**src/rtl/rename_pkg.sv**
```systemverilog
// Shared sizing, index types and controller state encoding for the rename stage.
package rename_pkg;

  localparam int NUM_ARCH = 32;
  localparam int NUM_PHYS = 64;
  localparam int ARCH_W   = $clog2(NUM_ARCH);
  localparam int PHYS_W   = $clog2(NUM_PHYS);
  localparam int CNT_W    = PHYS_W + 1;

  typedef logic [PHYS_W-1:0] phys_t;
  typedef logic [CNT_W-1:0]  cnt_t;

  typedef enum logic [1:0] {INIT, ACCEPT, OLD, HOLD} state_e;

endpackage

```
**src/rtl/phys_free_list.sv**
```systemverilog
// Circular FIFO of free physical registers; P0 is never stored, full pushes raise a sticky flag.
module phys_free_list
  import rename_pkg::*;
(
  input  logic  clk,
  input  logic  reset,
  input  logic  push,
  input  phys_t push_phys,
  input  logic  pop,
  output phys_t head_phys,
  output cnt_t  count,
  output logic  overflow
);

  phys_t mem [NUM_PHYS];
  phys_t head;
  phys_t tail;
  logic  full;
  logic  do_push;
  logic  do_pop;

  assign full      = (count == cnt_t'(NUM_PHYS));
  assign do_push   = push && (push_phys != '0) && !full;
  assign do_pop    = pop && (count != '0);
  assign head_phys = mem[head];

  // NOTE: the storage array is deliberately not reset; head, tail and count
  // define which entries are meaningful, so stale contents are never observed.
  always_ff @(posedge clk) begin
    if (do_push) mem[tail] <= push_phys;
  end

  // NOTE: all sequential state uses non-blocking assignment so every register
  // samples the pre-edge values, regardless of statement order.
  always_ff @(posedge clk) begin
    if (reset) begin
      head     <= '0;
      tail     <= '0;
      count    <= '0;
      overflow <= 1'b0;
    end else begin
      if (do_push) tail <= tail + phys_t'(1);
      if (do_pop)  head <= head + phys_t'(1);
      if (push && (push_phys != '0) && full) overflow <= 1'b1;
      count <= count + cnt_t'(do_push) - cnt_t'(do_pop);
    end
  end

endmodule

```
**src/rtl/rename_alloc_ctrl.sv**
```systemverilog
// Rename-stage controller: fills the free list, reads source/old mappings,
// allocates a new physical rd and presents the renamed instruction downstream.
module rename_alloc_ctrl
  import rename_pkg::*;
(
  input  logic              clk,
  input  logic              reset,
  input  logic              dec_valid,
  output logic              dec_ready,
  input  logic [ARCH_W-1:0] dec_rs1,
  input  logic [ARCH_W-1:0] dec_rs2,
  input  logic [ARCH_W-1:0] dec_rd,
  input  logic              dec_rd_wen,
  output logic [ARCH_W-1:0] map_src_reg1,
  output logic [ARCH_W-1:0] map_src_reg2,
  input  logic [PHYS_W-1:0] map_src_phys1,
  input  logic [PHYS_W-1:0] map_src_phys2,
  output logic              map_allocate,
  output logic [ARCH_W-1:0] map_arch_dest,
  output logic [PHYS_W-1:0] map_new_phys,
  input  logic              free_valid,
  input  logic [PHYS_W-1:0] free_phys,
  output logic              out_valid,
  input  logic              out_ready,
  output logic [PHYS_W-1:0] out_rs1_phys,
  output logic [PHYS_W-1:0] out_rs2_phys,
  output logic [PHYS_W-1:0] out_rd_phys,
  output logic [PHYS_W-1:0] out_old_phys,
  output logic [ARCH_W-1:0] out_rd_arch,
  output logic              out_rd_wen,
  output logic [CNT_W-1:0]  free_count,
  output logic              init_done,
  output logic              overflow_err
);

  state_e state;
  phys_t  init_cnt;
  logic   fl_push;
  phys_t  fl_push_phys;
  phys_t  fl_head;
  cnt_t   fl_count;
  logic   can_pop;

  // A pop needs a non-empty list at the start of the cycle, so a register
  // returned into an empty list is only allocated on the following cycle.
  assign can_pop      = (state == OLD) && (fl_count != '0);
  assign map_allocate = can_pop && !reset;
  assign map_arch_dest = out_rd_arch;
  assign map_new_phys  = fl_head;

  // In OLD the first read port is borrowed to fetch the pre-update rd mapping.
  assign dec_ready    = (state == ACCEPT);
  assign map_src_reg1 = (state == OLD) ? out_rd_arch : dec_rs1;
  assign map_src_reg2 = dec_rs2;

  assign fl_push      = (state == INIT) || free_valid;
  assign fl_push_phys = (state == INIT) ? init_cnt : free_phys;
  assign free_count   = fl_count;

  phys_free_list u_free_list (
    .clk       (clk),
    .reset     (reset),
    .push      (fl_push),
    .push_phys (fl_push_phys),
    .pop       (map_allocate),
    .head_phys (fl_head),
    .count     (fl_count),
    .overflow  (overflow_err)
  );

  always_ff @(posedge clk) begin
    if (reset) begin
      state        <= INIT;
      init_cnt     <= phys_t'(1);
      init_done    <= 1'b0;
      out_valid    <= 1'b0;
      out_rs1_phys <= '0;
      out_rs2_phys <= '0;
      out_rd_phys  <= '0;
      out_old_phys <= '0;
      out_rd_arch  <= '0;
      out_rd_wen   <= 1'b0;
    end else begin
      case (state)
        INIT: begin
          init_cnt <= init_cnt + phys_t'(1);
          if (init_cnt == phys_t'(NUM_PHYS - 1)) begin
            state     <= ACCEPT;
            init_done <= 1'b1;
          end
        end
        ACCEPT: begin
          if (dec_valid) begin
            out_rs1_phys <= map_src_phys1;
            out_rs2_phys <= map_src_phys2;
            out_rd_arch  <= dec_rd;
            out_rd_phys  <= '0;
            out_old_phys <= '0;
            out_rd_wen   <= 1'b0;
            if (dec_rd_wen && (dec_rd != '0)) begin
              state <= OLD;
            end else begin
              out_valid <= 1'b1;
              state     <= HOLD;
            end
          end
        end
        OLD: begin
          out_old_phys <= map_src_phys1;
          if (can_pop) begin
            out_rd_phys <= fl_head;
            out_rd_wen  <= 1'b1;
            out_valid   <= 1'b1;
            state       <= HOLD;
          end
        end
        HOLD: begin
          if (out_ready) begin
            out_valid <= 1'b0;
            state     <= ACCEPT;
          end
        end
        default: state <= INIT;
      endcase
    end
  end

endmodule
```
**config.mk**
```make
export PLATFORM = sky130hd
export DESIGN_NAME = rename_alloc_ctrl
export DESIGN_NICKNAME = d
export VERILOG_FILES = /design/src/rtl/rename_pkg.sv /design/src/rtl/phys_free_list.sv /design/src/rtl/rename_alloc_ctrl.sv
export SDC_FILE = /design/constraint.sdc
export NUM_CORES = 1
export LEC_CHECK = 0
export CELL_PAD_IN_SITES_DETAIL_PLACEMENT = 1
export CELL_PAD_IN_SITES_GLOBAL_PLACEMENT = 1
export CORE_UTILIZATION = 44
export CTS_BUF_LIST = sky130_fd_sc_hd__clkbuf_16
export DETAILED_ROUTE_END_ITERATION = 8
export PLACE_DENSITY = 0.7
export SLEW_MARGIN = 25
export SYNTH_ARGS = -nofsm -noshare
export SYNTH_HDL_FRONTEND = slang
export SYNTH_HIERARCHICAL = 1
export SYNTH_SLANG_ARGS = --single-unit
```
**constraint.sdc**
```tcl
create_clock -name clk -period 8.7 [get_ports clk]
set_input_delay 1.74 -clock clk [delete_from_list [all_inputs] [get_ports clk]]
set_output_delay 1.74 -clock clk [all_outputs]
set_load 0.01 [all_outputs]
```
# Yosys cells after proc, flatten, opt, wreduce, memory -nomap -nowiden
# Memory sizes are Yosys's and may differ from the RTL's. A register that Yosys moved wholly into a read port is not among the register bits.
# Index checks and enable logic that the tools add are counted.
[word_totals]
ram_bits = 384
output_inout_bits = 63
ff_bits = 60
memories = 1
in_bits = 39
[mem_list]
columns = ["memory", "depth", "word_bits", "read_ports", "rd_ports_with_merged_regs", "wr", "line_no", "rtl"]
rows = [
  ["u_free_list.mem", 64, 6, 1, 1, 1, "phys_free_list.sv:15", "phys_t mem [NUM_PHYS];"],
]
[op_classes]
eq_ne = 10
reduce_logical = 22
mux = 23
addsub = 5
[ops]
columns = ["op", "count"]
rows = [
  ["two-way mux 6 bit", 5],
  ["one-hot mux 6 bit (2 select lines)", 2],
  ["adder 6 x 1 -> 6 bit, second input constant", 3],
  ["two-way mux 1 bit", 8],
  ["two-way mux 2 bit", 4],
  ["!= test 2 bit, second input constant", 4],
  ["one-hot mux 2 bit (4 select lines)", 1],
  ["adder 7 x 1 -> 7 bit", 1],
  ["== test 7 bit, second input constant", 1],
  ["logical AND 1 bit", 7],
  ["nonzero test 7 bit", 1],
  ["subtractor 7 x 1 -> 7 bit", 1],
  ["== test 6 bit, second input constant", 1],
  ["AND reduction 2 bit", 3],
  ["nonzero test 6 bit", 1],
  ["two-way mux 5 bit", 1],
  ["AND reduction 5 bit", 1],
  ["nonzero test 5 bit", 1],
  ["== test 2 bit, second input constant", 2],
  ["AND reduction 4 bit", 1],
  ["one-hot mux 1 bit (3 select lines)", 1],
  ["AND reduction 3 bit", 1],
  ["nonzero test 3 bit", 1],
  ["== test 2 x 1 -> 1 bit, second input constant", 1],
  ["other kinds (6)", 7],
]

# Depth between registers and ports, before layout
[depth]
word_depth = 7
depth_mapped = 16
mapped_depth_nobuf = 16

# Modules after synthesis
# Netlist, hierarchy kept.
[modules_own_cells]
columns = ["module", "n_inst", "area_per_inst_um2", "cells_per_inst"]
rows = [
  ["phys_free_list", 1, 16241.8, 837],
  ["rename_alloc_ctrl", 1, 1830.5, 213],
]

# Least setup slack after synthesis
# OpenSTA, ideal clock, no wires.
[synth_timing]
path_type = "input -> register"
from = "in free_phys[2]"
to = "reg u_free_list.count[6]"
slack_ns = 1.493
arrival_time_ns = 7.087
stages = 14
cell_sequence = "inv_1 > o21ai_0 > nor4_1 > a221oi_2 > inv_1 > ha_1 > inv_1 > ha_1 > fa_1 > a21oi_1 > o21bai_1 > a21oi_1 > o21bai_1 > mux2_2"
[synth_via]
elab_chain_cells = 6
[synth_lines]
columns = ["item", "line_no", "rtl"]
rows = [
  ["start: declaration", "rename_alloc_ctrl.sv:22", "input logic [PHYS_W-1:0] free_phys,"],
  ["two-way mux 6 bit", "rename_alloc_ctrl.sv:57", "assign fl_push_phys = (state == INIT) ? init_cnt : free_phys;"],
  ["named net fl_push_phys[2]", "rename_alloc_ctrl.sv:39", "phys_t fl_push_phys;"],
  ["nonzero test 6 bit", "phys_free_list.sv:23", "assign do_push = push && (push_phys != '0) && !full;"],
  ["logical AND 1 bit (2 in a row)", "phys_free_list.sv:23", ""],
  ["adder 7 x 1 -> 7 bit", "phys_free_list.sv:45", "count <= count + cnt_t'(do_push) - cnt_t'(do_pop);"],
  ["subtractor 7 x 1 -> 7 bit", "phys_free_list.sv:45", ""],
  ["end signal: assignment", "phys_free_list.sv:45", ""],
  ["end: declaration", "phys_free_list.sv:11", "output cnt_t count,"],
]
# The timed path passes the listed nets, and every way through them passes these cells.
# A chain may end at the register's enable or synchronous reset.

==> results.sh <==
export IMPL_status="complete, no violations"
export IMPL_path_class="register to output port"
export IMPL_netlist_instances=1050
export IMPL_power_density_nw_per_um2=269
export IMPL_synth_seq_cells=450
export IMPL_cts_hold_buf=0
export IMPL_p_sw_uw=1510
export IMPL_ios=102
export IMPL_critPathMaxFanout=35
export IMPL_drt_iter0_markers=692
export IMPL_power_combinational_fraction_pct=17.3
export IMPL_drv_cap=0
export IMPL_n_fill_cell=3695
export IMPL_post_cts_buffers=0
export IMPL_drc=0
export IMPL_min_path_cells=2
export IMPL_r2r_end="u_free_list/count[6]$_SDFF_PP0_"
export IMPL_min_delay_worst_endpoint="out_rs2_phys[5]$_SDFFE_PP0P_"
export IMPL_start_kind="register"
export IMPL_hold_class="register to register"
export IMPL_reg2reg_from="state[0]$_SDFFE_PP0P_"
export IMPL_chipHeight_um=205
export IMPL_core_area_um2=40100
export IMPL_hp_start="out_rs2_phys[5]$_SDFFE_PP0P_"
export IMPL_synth_nets=1106
export IMPL_htree_levels=2
export IMPL_nets=1195
export IMPL_async_flop_share_pct=0
export IMPL_ys_seq_area_share_pct=71.1
export IMPL_finalClockSkew_ns=0.0180
export IMPL_grt_pass1_vias=10200
export IMPL_p_int_uw=4090
export IMPL_finalWorstSetupSlack_ns=3.05
export IMPL_max_vdd_ir_drop_v=0.000171
export IMPL_period_share_pct=65.0
export IMPL_worst_slew_pin_slew_ns=1.00
export IMPL_netSwitchingFraction_pct=27.0
export IMPL_place_ws_ns=2.63
export IMPL_syn_area_um2=18100
export IMPL_setup_viol=0
export IMPL_die_x_um=205
export IMPL_diodes=0
export IMPL_viasPerCell=5.70
export IMPL_final_hold_viol_count=0
export IMPL_avgSynthCellArea_um2=17.2
export IMPL_portBuffers=91
export IMPL_cts_sinks=450
export IMPL_fmax_ghz=0.177
export IMPL_ant_nets=0
export IMPL_clock_latency_ns=0.57
export IMPL_grt_pass1_wl_mm=64.3
export IMPL_cts_buffers=46
export IMPL_grt_use_total_pct=21.0
export IMPL_gr_usage_met2_pct=34.6
export IMPL_num_vias=9673
export IMPL_areaGrowthSynthToFinish_pct=15.2
export IMPL_post_dp_cell_area_um2=19400
export IMPL_tritoncts="done"
export IMPL_synthFlopType="edfxtp_1"
export IMPL_dr_pass1_iters=5
export IMPL_clock_root_buffer="clkbuf_16"
export IMPL_hpwl_mm=26.5
export IMPL_p_clk_share_pct=33.7
export IMPL_synth_edf_count=384
export IMPL_drive_above_1_share_pct=16.3
export IMPL_grt_busiest_layer="met2"
export IMPL_seqPwrFrac_pct=49.0
export IMPL_critPathRequiredTime_ns=6.96
export IMPL_rows=73
export IMPL_clk_pin_slew_ns=0.06
export IMPL_ys_types=67
export IMPL_multiInputGateArea_um2=4800
export IMPL_slew_headroom_pct=32.7
export IMPL_slew_violations=0
export IMPL_antenna_found_initial=1
export IMPL_critPathCaptureType="output port"
export IMPL_fin_area_um2=20800
export IMPL_wirelength_mm=42.7
export IMPL_ff2ff_path_depth=17
export IMPL_timing_setup_tns_ns=0
export IMPL_yosysWarnings=6
export IMPL_dieArea_um2=41900
export IMPL_cp_arrival_ns=3.91
export IMPL_rrSetupSlack_ns=3.65
export IMPL_use_met1_pct=28.8
export IMPL_grtUsageMet3_pct=4.07
export IMPL_grt_max_degree=97
export IMPL_cts_resized=0
export IMPL_fin_crit_ns=5.65
export IMPL_regArea_um2=12900
export IMPL_avgRoutedWirePerCell_um=25.2
export IMPL_start_util_pct=45.1
export IMPL_grt_ovfl_total=0
export IMPL_rsz0062_at_grt="false"
export IMPL_gp_congestion=0.780
export IMPL_clockBufferDepth=3
export IMPL_power_leakage_uw=0.00650
==> synth_stat cells, types with 2 or more instances <==
library cell | n | share of area [%]
dfxtp_1 | 66 | 7.3
o31a_1 | 2 | 0.097
o21ai_0 | 12 | 0.33
mux4_1 | 11 | 1.6
nor2_1 | 96 | 2.0
a22oi_1 | 5 | 0.21
o21bai_1 | 3 | 0.12
inv_1 | 16 | 0.33
xnor2_1 | 8 | 0.39
nor2b_1 | 12 | 0.42
nand2b_1 | 12 | 0.42
ha_1 | 16 | 1.1
xor2_1 | 9 | 0.44
a31oi_1 | 6 | 0.21
mux4_2 | 84 | 10
a21oi_1 | 40 | 1.1
a211oi_1 | 3 | 0.12
mux2_2 | 15 | 0.93
nor4_1 | 3 | 0.10
or2_2 | 3 | 0.10
or3_1 | 2 | 0.069
buf_2 | 7 | 0.19
nand2_1 | 71 | 1.5
nor3_1 | 3 | 0.083
o221ai_1 | 7 | 0.34
nand4_1 | 6 | 0.21
a22o_1 | 9 | 0.44
o22ai_1 | 12 | 0.42
nor3b_1 | 3 | 0.12
nand3b_1 | 4 | 0.17
buf_4 | 18 | 0.75
buf_1 | 9 | 0.19
o31ai_1 | 3 | 0.12
nand3_1 | 17 | 0.47
and2_1 | 3 | 0.10
mux2i_1 | 16 | 0.89
clkbuf_1 | 21 | 0.44
buf_6 | 5 | 0.31
edfxtp_1 | 384 | 64
==> how the worst max path moves through the flow <==
| stage | to | depth (start not counted) |
|---|---|---|
| finish | map_new_phys[1] | 7 |
| global route | u_free_list/count[6]$_SDFF_PP0_ | 16 |
| CTS | map_new_phys[1] | 7 |
| detailed placement | u_free_list/count[6]$_SDFF_PP0_ | 16 |
| global placement | u_free_list/count[6]$_SDFF_PP0_ | 16 |
| floorplan | u_free_list/count[6]$_SDFF_PP0_ | 14 |
==> power groups by stage <==
stage	clock (uW)	combinational (uW)	sequential, uW
global route	2000	1060	2750
detailed placement	0	980	2790
floorplan	0	538	2790
global placement	0	952	2790
finish	1890	968	2740
CTS	1930	987	2750
==> stage by stage <==
step / instances / hold WS [ns] / util (%) / power [uW]
final: 1696 / 0.455 / 51.9 / 5600
after detailed placement: 1616 / 0.450 / 48.4 / 3770
after global routing: 1696 / 0.474 / 51.9 / 5820
after global placement: 1616 / 0.441 / 48.4 / 3740
after CTS: 1696 / 0.458 / 51.9 / 5660
after floorplan: 1050 / 0.476 / - / 3330
==> area by class of cell <==
| type | count | area share, % |
|---|---|---|
| well taps | 525 | 3.15 |
| multi-input cells | 521 | 23.0 |
| clock inverters | 33 | 1.25 |
| repair buffers | 104 | 4.88 |
| flip-flops and latches | 450 | 61.8 |
| inverters | 16 | 0.288 |
| clock buffers | 47 | 5.65 |
==> kinds of logic after synthesis <==
| family | synth area share [%] |
|---|---|
| flops | 71.1 |
| simple gates | 6.39 |
| mux | 13.9 |
| compound gates | 4.15 |
| buf+inv | 2.41 |
| xor+xnor | 0.824 |
| fa+ha+maj | 1.22 |
==> placed cells by master, fill, tap and decap left out, types with 3 or more instances in the layout <==
cell / count
edfxtp_1: 384
nand3b_1: 4
clkinv_2: 5
nor2b_1: 12
buf_4: 12
mux2_2: 15
dfxtp_1: 63
mux4_2: 84
clkdlybuf4s50_1: 90
xor2_1: 9
o221ai_1: 7
mux2i_1: 16
a31oi_1: 6
a21oi_1: 40
o21bai_1: 3
o21ai_0: 11
clkinvlp_4: 5
nor3_1: 3
clkbuf_16: 47
a211oi_1: 3
o22ai_1: 12
nor2_1: 96
clkinv_1: 8
a22o_1: 9
nand3_1: 17
nand2b_1: 12
xnor2_1: 8
nand4_1: 6
and2_1: 3
inv_1: 25
o31ai_1: 3
ha_1: 16
bufinv_16: 4
nor4_1: 3
nand2_1: 71
mux4_1: 11
or2_2: 3
nor3b_1: 3
a22oi_1: 5
==> worst max-delay path, cell delays in order (launching register included) <==
cell and delay, ns:
dfxtp_4 0.66, buf_4 0.48, mux4_2 0.34, o22ai_1 0.09, a21oi_1 0.13, o21ai_0 0.08
o31ai_1 0.83, clkdlybuf4s50_1 0.70
==> per-layer routing <==
metal / part of all wire (%) / vias to the layer above
li1: - / 4293
met3: 6.6 / 56
met4: 1.9 / 2
met5: 0.028 / -
met1: 43 / 5016
met2: 49 / 306
==> flip-flops by register name, indices dropped and copies added (netlist names), 6 cells and up, named ones only <==
signal / cells
u_free_list/mem: 384
u_free_list/count: 7
init_cnt: 6
out_old_phys: 6
out_rd_phys: 6
out_rs1_phys: 6
out_rs2_phys: 6
u_free_list/head: 6
u_free_list/tail: 6
Note: power is estimated with default switching activity, not from simulation.
